===== src/rtl/apb_bridge_pkg.sv =====
// Shared types and field layout for the APB bridge request/response FIFOs.
// Request entry: {write, addr, strb, data}. Response entry: {slverr, data}.
package apb_bridge_pkg;

    typedef enum logic [1:0] {
        IDLE   = 2'd0,
        FETCH  = 2'd1,
        SETUP  = 2'd2,
        ACCESS = 2'd3
    } apb_state_e;

    localparam int REQ_DATA_LSB = 0;
    localparam int RSP_DATA_LSB = 0;

    function automatic int req_strb_lsb(int data_w);
        return data_w;
    endfunction

    function automatic int req_addr_lsb(int data_w);
        return data_w + data_w / 8;
    endfunction

    function automatic int req_write_bit(int addr_w, int data_w);
        return addr_w + data_w / 8 + data_w;
    endfunction

    function automatic int req_width(int addr_w, int data_w);
        return 1 + addr_w + data_w / 8 + data_w;
    endfunction

    function automatic int rsp_err_bit(int data_w);
        return data_w;
    endfunction

    function automatic int rsp_width(int data_w);
        return 1 + data_w;
    endfunction

    // Wide enough to hold the limit itself, kept within 8..32 bits.
    function automatic int timeout_cnt_width(int cycles);
        int w;
        w = $clog2(cycles + 1);
        if (w < 8)
            w = 8;
        else if (w > 32)
            w = 32;
        return w;
    endfunction

endpackage


===== src/rtl/apb_timeout_counter.sv =====
// Counts ACCESS-phase cycles; expired flags the cycle that reaches the limit.
module apb_timeout_counter #(
    parameter int CNT_W = 8
) (
    input  logic             clk,
    input  logic             reset,
    input  logic             clear,
    input  logic             enable,
    input  logic [CNT_W-1:0] limit,
    output logic             expired
);

    logic [CNT_W-1:0] count;
    logic [CNT_W-1:0] count_inc;

    // count holds completed wait cycles, so count_inc numbers the current one
    assign count_inc = count + 1'b1;
    assign expired   = enable && (count_inc == limit);

    always_ff @(posedge clk or posedge reset) begin
        if (reset)
            count <= '0;
        else if (clear)
            count <= '0;
        else if (enable && !expired)
            count <= count_inc;
    end

endmodule


===== src/rtl/apb4_master_engine.sv =====
// Pops request FIFO entries, runs each as one APB4 transfer, pushes one response each.
// Optional ACCESS-phase timeout enabled by defining APB_TIMEOUT_EN.
module apb4_master_engine
    import apb_bridge_pkg::*;
#(
    parameter int         ADDR_WIDTH     = 32,
    parameter int         DATA_WIDTH     = 32,
    parameter int         REQ_WIDTH      = 1 + ADDR_WIDTH + DATA_WIDTH / 8 + DATA_WIDTH,
    parameter int         RSP_WIDTH      = 1 + DATA_WIDTH,
    parameter logic [2:0] PPROT_VAL      = 3'b000,
    parameter int         TIMEOUT_CYCLES = 256
) (
    input  logic                    clk,
    input  logic                    reset,
    input  logic [REQ_WIDTH-1:0]    req_dataout,
    input  logic                    req_empty,
    output logic                    req_r_en,
    output logic [RSP_WIDTH-1:0]    rsp_datain,
    input  logic                    rsp_full,
    output logic                    rsp_w_en,
    output logic                    PSEL,
    output logic                    PENABLE,
    output logic                    PWRITE,
    output logic [ADDR_WIDTH-1:0]   PADDR,
    output logic [DATA_WIDTH-1:0]   PWDATA,
    output logic [DATA_WIDTH/8-1:0] PSTRB,
    output logic [2:0]              PPROT,
    input  logic [DATA_WIDTH-1:0]   PRDATA,
    input  logic                    PREADY,
    input  logic                    PSLVERR,
    output logic                    busy
);

    localparam int STRB_W   = DATA_WIDTH / 8;
    localparam int STRB_LSB = req_strb_lsb(DATA_WIDTH);
    localparam int ADDR_LSB = req_addr_lsb(DATA_WIDTH);
    localparam int WR_BIT   = req_write_bit(ADDR_WIDTH, DATA_WIDTH);
    localparam int ERR_BIT  = rsp_err_bit(DATA_WIDTH);

    generate
        if ((DATA_WIDTH % 8 != 0) || (REQ_WIDTH != req_width(ADDR_WIDTH, DATA_WIDTH)) ||
            (RSP_WIDTH != rsp_width(DATA_WIDTH)) || (TIMEOUT_CYCLES < 1)) begin : g_bad_cfg
            $error("apb4_master_engine: inconsistent parameters");
        end
    endgenerate

    apb_state_e            state;
    apb_state_e            state_nxt;
    logic                  timeout_hit;
    logic                  req_wr;
    logic [DATA_WIDTH-1:0] rd_data;

    assign req_wr = req_dataout[WR_BIT];

`ifdef APB_TIMEOUT_EN
    localparam int TO_CNT_W = timeout_cnt_width(TIMEOUT_CYCLES);

    apb_timeout_counter #(
        .CNT_W (TO_CNT_W)
    ) u_timeout (
        .clk     (clk),
        .reset   (reset),
        .clear   (state == SETUP),
        .enable  (state == ACCESS),
        .limit   (TO_CNT_W'(TIMEOUT_CYCLES)),
        .expired (timeout_hit)
    );
`else
    assign timeout_hit = 1'b0;
`endif

    always_ff @(posedge clk or posedge reset) begin
        if (reset)
            state <= IDLE;
        else
            state <= state_nxt;
    end

    // Bus fields only change in FETCH and otherwise hold their last transfer.
    always_ff @(posedge clk or posedge reset) begin
        if (reset) begin
            PWRITE <= 1'b0;
            PADDR  <= '0;
            PWDATA <= '0;
            PSTRB  <= '0;
        end else if (state == FETCH) begin
            PWRITE <= req_wr;
            PADDR  <= req_dataout[ADDR_LSB +: ADDR_WIDTH];
            PWDATA <= req_dataout[REQ_DATA_LSB +: DATA_WIDTH];
            PSTRB  <= req_wr ? req_dataout[STRB_LSB +: STRB_W] : '0;
        end
    end

    assign rd_data = PWRITE ? '0 : PRDATA;

    always_comb begin
        state_nxt  = state;
        req_r_en   = 1'b0;
        rsp_w_en   = 1'b0;
        rsp_datain = '0;
        case (state)
            IDLE: begin
                // Response space is reserved before popping; nobody else pushes.
                if (!reset && !req_empty && !rsp_full) begin
                    req_r_en  = 1'b1;
                    state_nxt = FETCH;
                end
            end
            FETCH:  state_nxt = SETUP;
            SETUP:  state_nxt = ACCESS;
            ACCESS: begin
                if (PREADY) begin
                    rsp_w_en                                = 1'b1;
                    rsp_datain[ERR_BIT]                     = PSLVERR;
                    rsp_datain[RSP_DATA_LSB +: DATA_WIDTH]  = rd_data;
                    state_nxt                               = IDLE;
                end else if (timeout_hit) begin
                    rsp_w_en            = 1'b1;
                    rsp_datain[ERR_BIT] = 1'b1;
                    state_nxt           = IDLE;
                end
            end
            default: state_nxt = IDLE;
        endcase
    end

    assign PSEL    = (state == SETUP) || (state == ACCESS);
    assign PENABLE = (state == ACCESS);
    assign busy    = (state != IDLE);
    assign PPROT   = PPROT_VAL;

endmodule


===== config.mk =====
export PLATFORM = sky130hd
export DESIGN_NAME = apb4_master_engine
export DESIGN_NICKNAME = d
export VERILOG_FILES = /design/src/rtl/apb_bridge_pkg.sv /design/src/rtl/apb_timeout_counter.sv /design/src/rtl/apb4_master_engine.sv
export SDC_FILE = /design/constraint.sdc
export NUM_CORES = 1
export LEC_CHECK = 0
export ABC_AREA = 1
export CORE_ASPECT_RATIO = 1.5
export CORE_MARGIN = 10
export CORE_UTILIZATION = 25
export DETAILED_ROUTE_END_ITERATION = 10
export PLACE_DENSITY_LB_ADDON = 0.05
export REMOVE_ABC_BUFFERS = 1
export SLEW_MARGIN = 20
export SYNTH_ARGS = -nofsm -noshare
export SYNTH_HDL_FRONTEND = slang
export SYNTH_HIERARCHICAL = 1
export SYNTH_SLANG_ARGS = --single-unit

===== constraint.sdc =====
create_clock -name clk -period 2.7 [get_ports clk]
set_input_delay 0.675 -clock clk [delete_from_list [all_inputs] [get_ports clk]]
set_output_delay 0.675 -clock clk [all_outputs]
set_load 0.01 [all_outputs]

# Word level (Yosys, flattened, before mapping)
# Index checks and enable logic that the tools add are counted.
[totals] register_bits=71 wordCells=31 input_bits=107
[classes] reduce_logical=9 mux=12 eq_ne=5
[ops] cell="two-way mux 32 bit" n=2
[ops] cell="two-way mux 33 bit" n=1
[ops] cell="one-hot mux 2 bit (4 select lines)" n=1
[ops] cell="two-way mux 1 bit" n=5
[ops] cell="equality test 2 bit (second input constant)" n=2
[ops] cell="two-way mux 2 bit" n=2
[ops] cell="two-way mux 4 bit" n=1
[ops] cell="zero test 1 bit" n=3
[ops] cell="equality test 2 x 1 -> 1 bit (second input constant)" n=1
[ops] cell="logical AND 1 bit" n=2
[ops] cell="zero test 2 bit" n=1
[ops] cell="!= test 2 x 1 -> 1 bit (second input constant)" n=1
[ops] cell="!= test 2 bit (second input constant)" n=1
[ops] cell="AND reduction 2 bit" n=1
[ops] cell="nonzero test 2 bit" n=1
[ops] cell="logical OR 1 bit" n=1

# Logic depth before layout (Yosys ltp)
[depth] depth_word=5 ltp_mapped=6

# Worst setup path after synthesis
# No wires, ideal clock.
[synth_path] path_kind="input -> output" start="in PREADY" end="out rsp_datain[10]" path_slack_ns=0.744 stages=5 n_path_buf=1 arrival_time_ns=1.281 cell_sequence="nand2_1 > inv_1 > nand2_1 > buf_2 > nor2_1"
[synth_between] elab_chain_len=2
[synth_lines] element="start, declared" line="apb4_master_engine.sv:29" text="input logic PREADY,"
[synth_lines] element="two-way mux 32 bit" line="apb4_master_engine.sv:112" text="if (PREADY) begin"
[synth_lines] element="two-way mux 33 bit" line="apb4_master_engine.sv:101" text="case (state)"
[synth_lines] element="end, declared" line="apb4_master_engine.sv:18" text="output logic [RSP_WIDTH-1:0] rsp_datain,"
# No other way between the ends.

# Final worst setup path
[layout_path] start="in reset" end="out req_r_en"
[layout_between] elab_chain_len=5
[layout_lines] element="start, declared" line="apb4_master_engine.sv:14" text="input logic reset,"
[layout_lines] element="zero test 1 bit" line="apb4_master_engine.sv:104" text="if (!reset && !req_empty && !rsp_full) begin"
[layout_lines] element="logical AND 1 bit (2 in series)" line="apb4_master_engine.sv:104"
[layout_lines] element="two-way mux 1 bit" line="apb4_master_engine.sv:104"
[layout_lines] element="two-way mux 1 bit" line="apb4_master_engine.sv:101"
[layout_lines] element="end, declared" line="apb4_master_engine.sv:17" text="output logic req_r_en,"
# No other way between the ends.

==> impl_results.md <==
* Outcome: finished clean
* Hold Fails Final Rpt at 0
* CTS root buffer: clkbuf_16
* CP max stage cell: clkdlybuf4s50_1
* Critical setup path kind: in -> out
* Syn_area_per_cell at 12.6 um2
* WL final at 11.0 mm
* Worst R2R End: PADDR[6]
* Library cells used by synthesis at 14
* Port bufs at 213
* Dominant cell type by area after synthesis: dfrtp_1
* Clock latency on the worst-skew pair at 0.33 ns
* Hold Path End: PADDR[29]
* Setup ws final at 0.0733 ns
* Cell Rows at 51
* Post-route cell area at 5890 um2
* Total GRT Usage at 12.2%
* Clock skew at 0.00653 ns
* Die W at 113 um
* Setup crit start kind: input pin
* Synth top area cells: dfrtp_1 (54%), mux2_4 (23%), inv_1 (5.2%)
* Period minus WS final at 2.63 ns
* Hold path depth at 1
* Vias in the first global route at 2908
* Hold_sp: PADDR[29]
* DR vias at 2601
* Hold Buf Count CTS at 0
* Sequential area share after synthesis at 54.4%
* Final setup violation count at 0
* Max-Cap Viols at 0
* Antenna viol nets, final at 0
* Nets at 588
* Total power at 6560 uW
* Reg-to-reg setup timing slack at 0.85 ns
* Fin crit share at 97.3%
* Worst vdd ir at 450 uV
* Drt wl/cell at 17.2 um
* Global route overflow at 0
* Synth top area share at 54.4%
* Drc violations at 0
* Global-route wire length before repair at 17.4 mm
* Crit end category: output port
* Pwr dens at 1120 nW/um2
* Max Fanout on Critical Path at 2
* Clock transition at path regs at 0.06 ns
* Max clock buf depth at 2
* DIE HEIGHT at 160 um
* Fin util at 45.7%
* Area Overhead vs Synth at 80.4%
* Number of max-slew violations in the final report at 0
* Number of synthesized register bits at 71
* Iteration-0 DRC Markers at 100
* Initial Utilization at 25.3%
* Worst Reg-to-Reg Cells at 4
* H-tree depth at 3
* First-pass DRT Iterations at 2
* Share of cells above drive strength 1 at 20.1%
* Hold WC Path Type: reg -> reg
* CTS tree: yes
* Placed insts at 625
* Most frequent cells in the layout: clkdlybuf4s50_1 (180), dfrtp_1 (71), mux2_4 (50), inv_1 (44), nor2_1 (35)
* Ordered list of cells on the worst path: clkdlybuf4s50_1, nor2_1, nand2_1, nor2_1, clkdlybuf4s50_1
* Critical Path RT at 2.03 ns
* Die area at 18100 um2
* Gate Count Post-Synth at 258
* Non-Filler Instances at 642
* Initial antenna violation count at 1
* # IOs at 217
* Pin count of the biggest net entering global routing at 58
* CORE AREA at 12900 um2
* Post-DP Area at 5590 um2
* CP peak stage delay at 0.54 ns
* Final HPWL DP at 8.78 mm
* Total CTS buffers at 9
* Vias per Instance at 4.05
* Crit path DAT at 1.95 ns
* Commonest non-fill, non-tap cell in the layout: clkdlybuf4s50_1
* Max frequency at 381 MHz
* Routability cong. at 0.743
* Sinks on Clock Net at 71
* Worst r2r src: state[1]
* Synth warnings at 6
* P_leak at 0.00277 uW
* Pre-CTS WS at -0.228 ns
* Cell Area, Synth at 3260 um2
cell type report:
type	count	area, um2
diodes	1	2.50
clock buffers	11	253
clock inverters	5	80.1
fillers	1240	7000
inverters	45	169
multi-input cells	130	1220
flip-flops and latches	71	1780
well taps	159	199
repair buffers	220	2180
flip-flops by register name (all words and copies together), names as in the netlist:
register	flops
PADDR	32
PWDATA	32
PSTRB	4
state	2
PWRITE	1
repair_timing:
item / 4_1_cts / 5_1_grt
setup endpoints to repair: 32 / 24
buffers inserted: 0 / 0
gates resized for setup: 32 / 30
worst max path at each step:
stage / end / slack (ns) / from
3_3_place_gp: rsp_datain[14] / -0.20 / PREADY
4_1_cts: rsp_datain[32] / 0.03 / PREADY
6_report: req_r_en / 0.07 / reset
5_1_grt: rsp_datain[3] / -0.0002 / PREADY
2_1_floorplan: PADDR[24] / -0.71 / state[1]
3_5_place_dp: rsp_datain[14] / -0.23 / PREADY
worst max-delay path: cells and delay by family:
family                 cells  cell delay (ns)
buffers and inverters      2             0.96
AND/OR/NAND/NOR            3             0.30
metrics by stage:
stage	hold WS, ns	TNS [ns]
after floorplan	0.490	-44.52
after global placement	0.488	-5.28
after detailed placement	0.491	-5.49
after CTS	0.508	0
after global routing	0.515	-0.000168
final	0.504	0
per-layer routing:
| metal | global-route usage [%] | wire length [um] | vias up |
|---|---|---|---|
| li1 | - | - | 1241 |
| met1 | 13.2 | 4170 | 1208 |
| met2 | 20.1 | 5450 | 138 |
| met3 | 5.51 | 1180 | 14 |
| met4 | 4.80 | 212 | 0 |
| met5 | 0 | 0 | - |
Yosys cell counts:
master,count
buf_2,5
buf_4,3
buf_6,6
conb_1,1
dfrtp_1,71
ha_1,4
inv_1,45
mux2_2,14
mux2_4,50
nand2_1,11
nand3_1,6
nor2_1,35
o21ai_0,5
or2_2,2
cells by family (layout without fill, tap and decap cells):
kind of cell,count (synthesis),count (layout),share of synthesized area [%]
compound gates,5,5,0.767
fa+ha+maj,4,4,1.53
buf+inv,59,281,8.70
flops,71,71,54.4
mux,64,64,27.8
other cells,1,4,0.115
simple gates,54,54,6.60
where the power goes:
part,switching (uW),internal (uW)
combinational,1240,2110
clock,447,857
sequential,288,1620
total,1980,4590
Power figures use the tool's default switching activity.
==> variant (same flow settings) <==
The parameter `DATA_WIDTH` goes from 32 to 48.
--- a/src/rtl/apb4_master_engine.sv
+++ b/src/rtl/apb4_master_engine.sv
@@ -4,7 +4,7 @@
     import apb_bridge_pkg::*;
 #(
     parameter int         ADDR_WIDTH     = 32,
-    parameter int         DATA_WIDTH     = 32,
+    parameter int         DATA_WIDTH     = 48,
     parameter int         REQ_WIDTH      = 1 + ADDR_WIDTH + DATA_WIDTH / 8 + DATA_WIDTH,
     parameter int         RSP_WIDTH      = 1 + DATA_WIDTH,
     parameter logic [2:0] PPROT_VAL      = 3'b000,
Interface: changed (5 resized); port bits go from 217 to 285. The function was not compared with the original's and may differ.
==> variant against the original RTL <==
- sequential cell count rose by 18
- sequential share of layout area is 1.1 points higher
- via count rose by 32%
- synthesized cell count rose by 29%
- design area rose by 21%
- critical path depth increased by 2
- worst setup slack worse by 0.0092 ns
- fmax is 0.35% lower
- clock skew rose by 0.00088 ns
- synthesized area increased by 19%
- wire length up 42%
- total power increased by 12%
==> variant: results (changes against the original RTL) <==
| Metric | Value |
|---|---|
| All-Layer GR Usage | 14.03% (+1.9 points) |
| Sequential cell area fraction in the yosys report | 57.36% (+2.9 points) |
| Maximum single-stage delay on the critical path | 0.50 ns (-0.04 ns) |
| Final non-filler cell total | 824 (+28%) |
| Worst ir drop on vdd | 0.5255 mV (+17%) |
| Final cell utilization of the core | 46.98% (+1.3 points) |
| Final-report hold violation count | 0 (unchanged) |
| Overall die width | 121.8 um (+7.5%) |
| Wire length of the first global-routing pass | 22.63 mm (+30%) |
| Via count of the first global-routing pass | 3645 (+25%) |
| Count of port buffers added during placement | 281 (+32%) |
| Insertion delay of the later-clocked pin in the worst-skew pair | 0.34 ns |
| Final HPWL from detailed placement | 12.52 mm (+43%) |
| Top flop regs | PWDATA: 48 flops, PADDR: 32 flops, PSTRB: 6 flops |
| End of the worst register-to-register path | PWDATA[1]$_DFFE_PP0N_ |
| Compound-Gate Fraction of Synth Area | 0.9024% (+0.14 points) |
| Adder-cell share of the synthesized area | 1.289% (-0.24 points) |
| Detailed-route wire length | 15.62 mm (+42%) |
| Power consumed by combinational cells | 3.69 mW (+9.8%) |
| Critical path origin | PREADY |
| Worst-path maximum fanout | 24 (+22) |
| Count of mapped cells out of synthesis | 334 (+29%) |
| Hold Crit Endpoint | PWDATA[40]$_DFFE_PP0N_ |
| Place WS | -0.3027 ns (-0.07483 ns) |
| Origin of the worst min-delay path | PWDATA[40]$_DFFE_PP0N_ |
| Ranking of synthesized cells by area | sky130_fd_sc_hd__dfrtp_1, sky130_fd_sc_hd__mux2_1, sky130_fd_sc_hd__mux2_2 |
| Capture point of the worst path | rsp_datain[45] |
| Post-synthesis mux area share | 23.20% (-4.6 points) |
| Maximum number of pins on one net before global-route repair | 90 (+55%) |
| Number of nets in the finished design | 766 (+30%) |
| DP Cell Count | 808 (+29%) |
| Pre-antenna DRT Iters | 4 (+2) |
| Fill cells | 1450 (+17%) |
| Fraction of layout instances using a drive strength above 1 | 16.99% (-3.1 points) |
| Crit path setup slack, layout | 0.06409 ns (-0.009238 ns) |
| Top post-synthesis cells by count | sky130_fd_sc_hd__dfrtp_1, sky130_fd_sc_hd__inv_1, sky130_fd_sc_hd__nor2_1 |
| Largest clock skew in the final design | 0.007410 ns (+0.0008766 ns) |
| Yosys warnings | 6 (unchanged) |
| Worst hold slack | 0.4821 ns (-0.02155 ns) |
| Part of the total power dissipated in the clock network | 18.2% (-1.7 points) |
| Via count of the routed design | 3424 (+32%) |
| Final GP Congestion | 0.8697 (+17%) |
| Detailed router's first-iteration violation count | 85 (-15%) |
| Post-cts resize count | 50 (+56%) |
| Placed inst area | 6934 sq um (+24%) |
| Count of H-tree levels built during CTS | 3 (unchanged) |
| Result of the run | completed |
| Switching power | 2.332 mW (+18%) |
| Portion of total power attributed to sequential cells | 31.7% (+2.7 points) |
| Number of distinct library cell variants in the gate-level netlist after synthesis | 15 (+1) |
| Cell leakage power | 3.309 nW (+20%) |
==> variant: cell count changes in the layout (fill, tap and decap cells not counted), moves of 17 or more <==
cell,change
sky130_fd_sc_hd__mux2_4,-50
sky130_fd_sc_hd__mux2_2,+26
sky130_fd_sc_hd__dfrtp_1,+18
sky130_fd_sc_hd__mux2_1,+40
sky130_fd_sc_hd__inv_1,+17
sky130_fd_sc_hd__clkbuf_2,+28
sky130_fd_sc_hd__clkdlybuf4s50_1,+50
==> variant: layout make-up <==
cell class | count | area share (%)
sequential | 89 | 31.31
clock buffer | 11 | 3.553
inverter | 63 | 3.342
clock inverter | 3 | 0.9147
antenna | 1 | 0.03518
multi-input combinational | 166 | 18.24
tap | 199 | 3.500
timing repair buffer | 292 | 39.10
==> variant: layer usage <==
layer	GRT usage [%]	wire length, um	vias to the layer above
met4	4.536	284	0
met5	0	0	-
li1	-	-	1601
met1	13.83	5621	1621
met2	25.34	8164	186
met3	5.967	1546	16
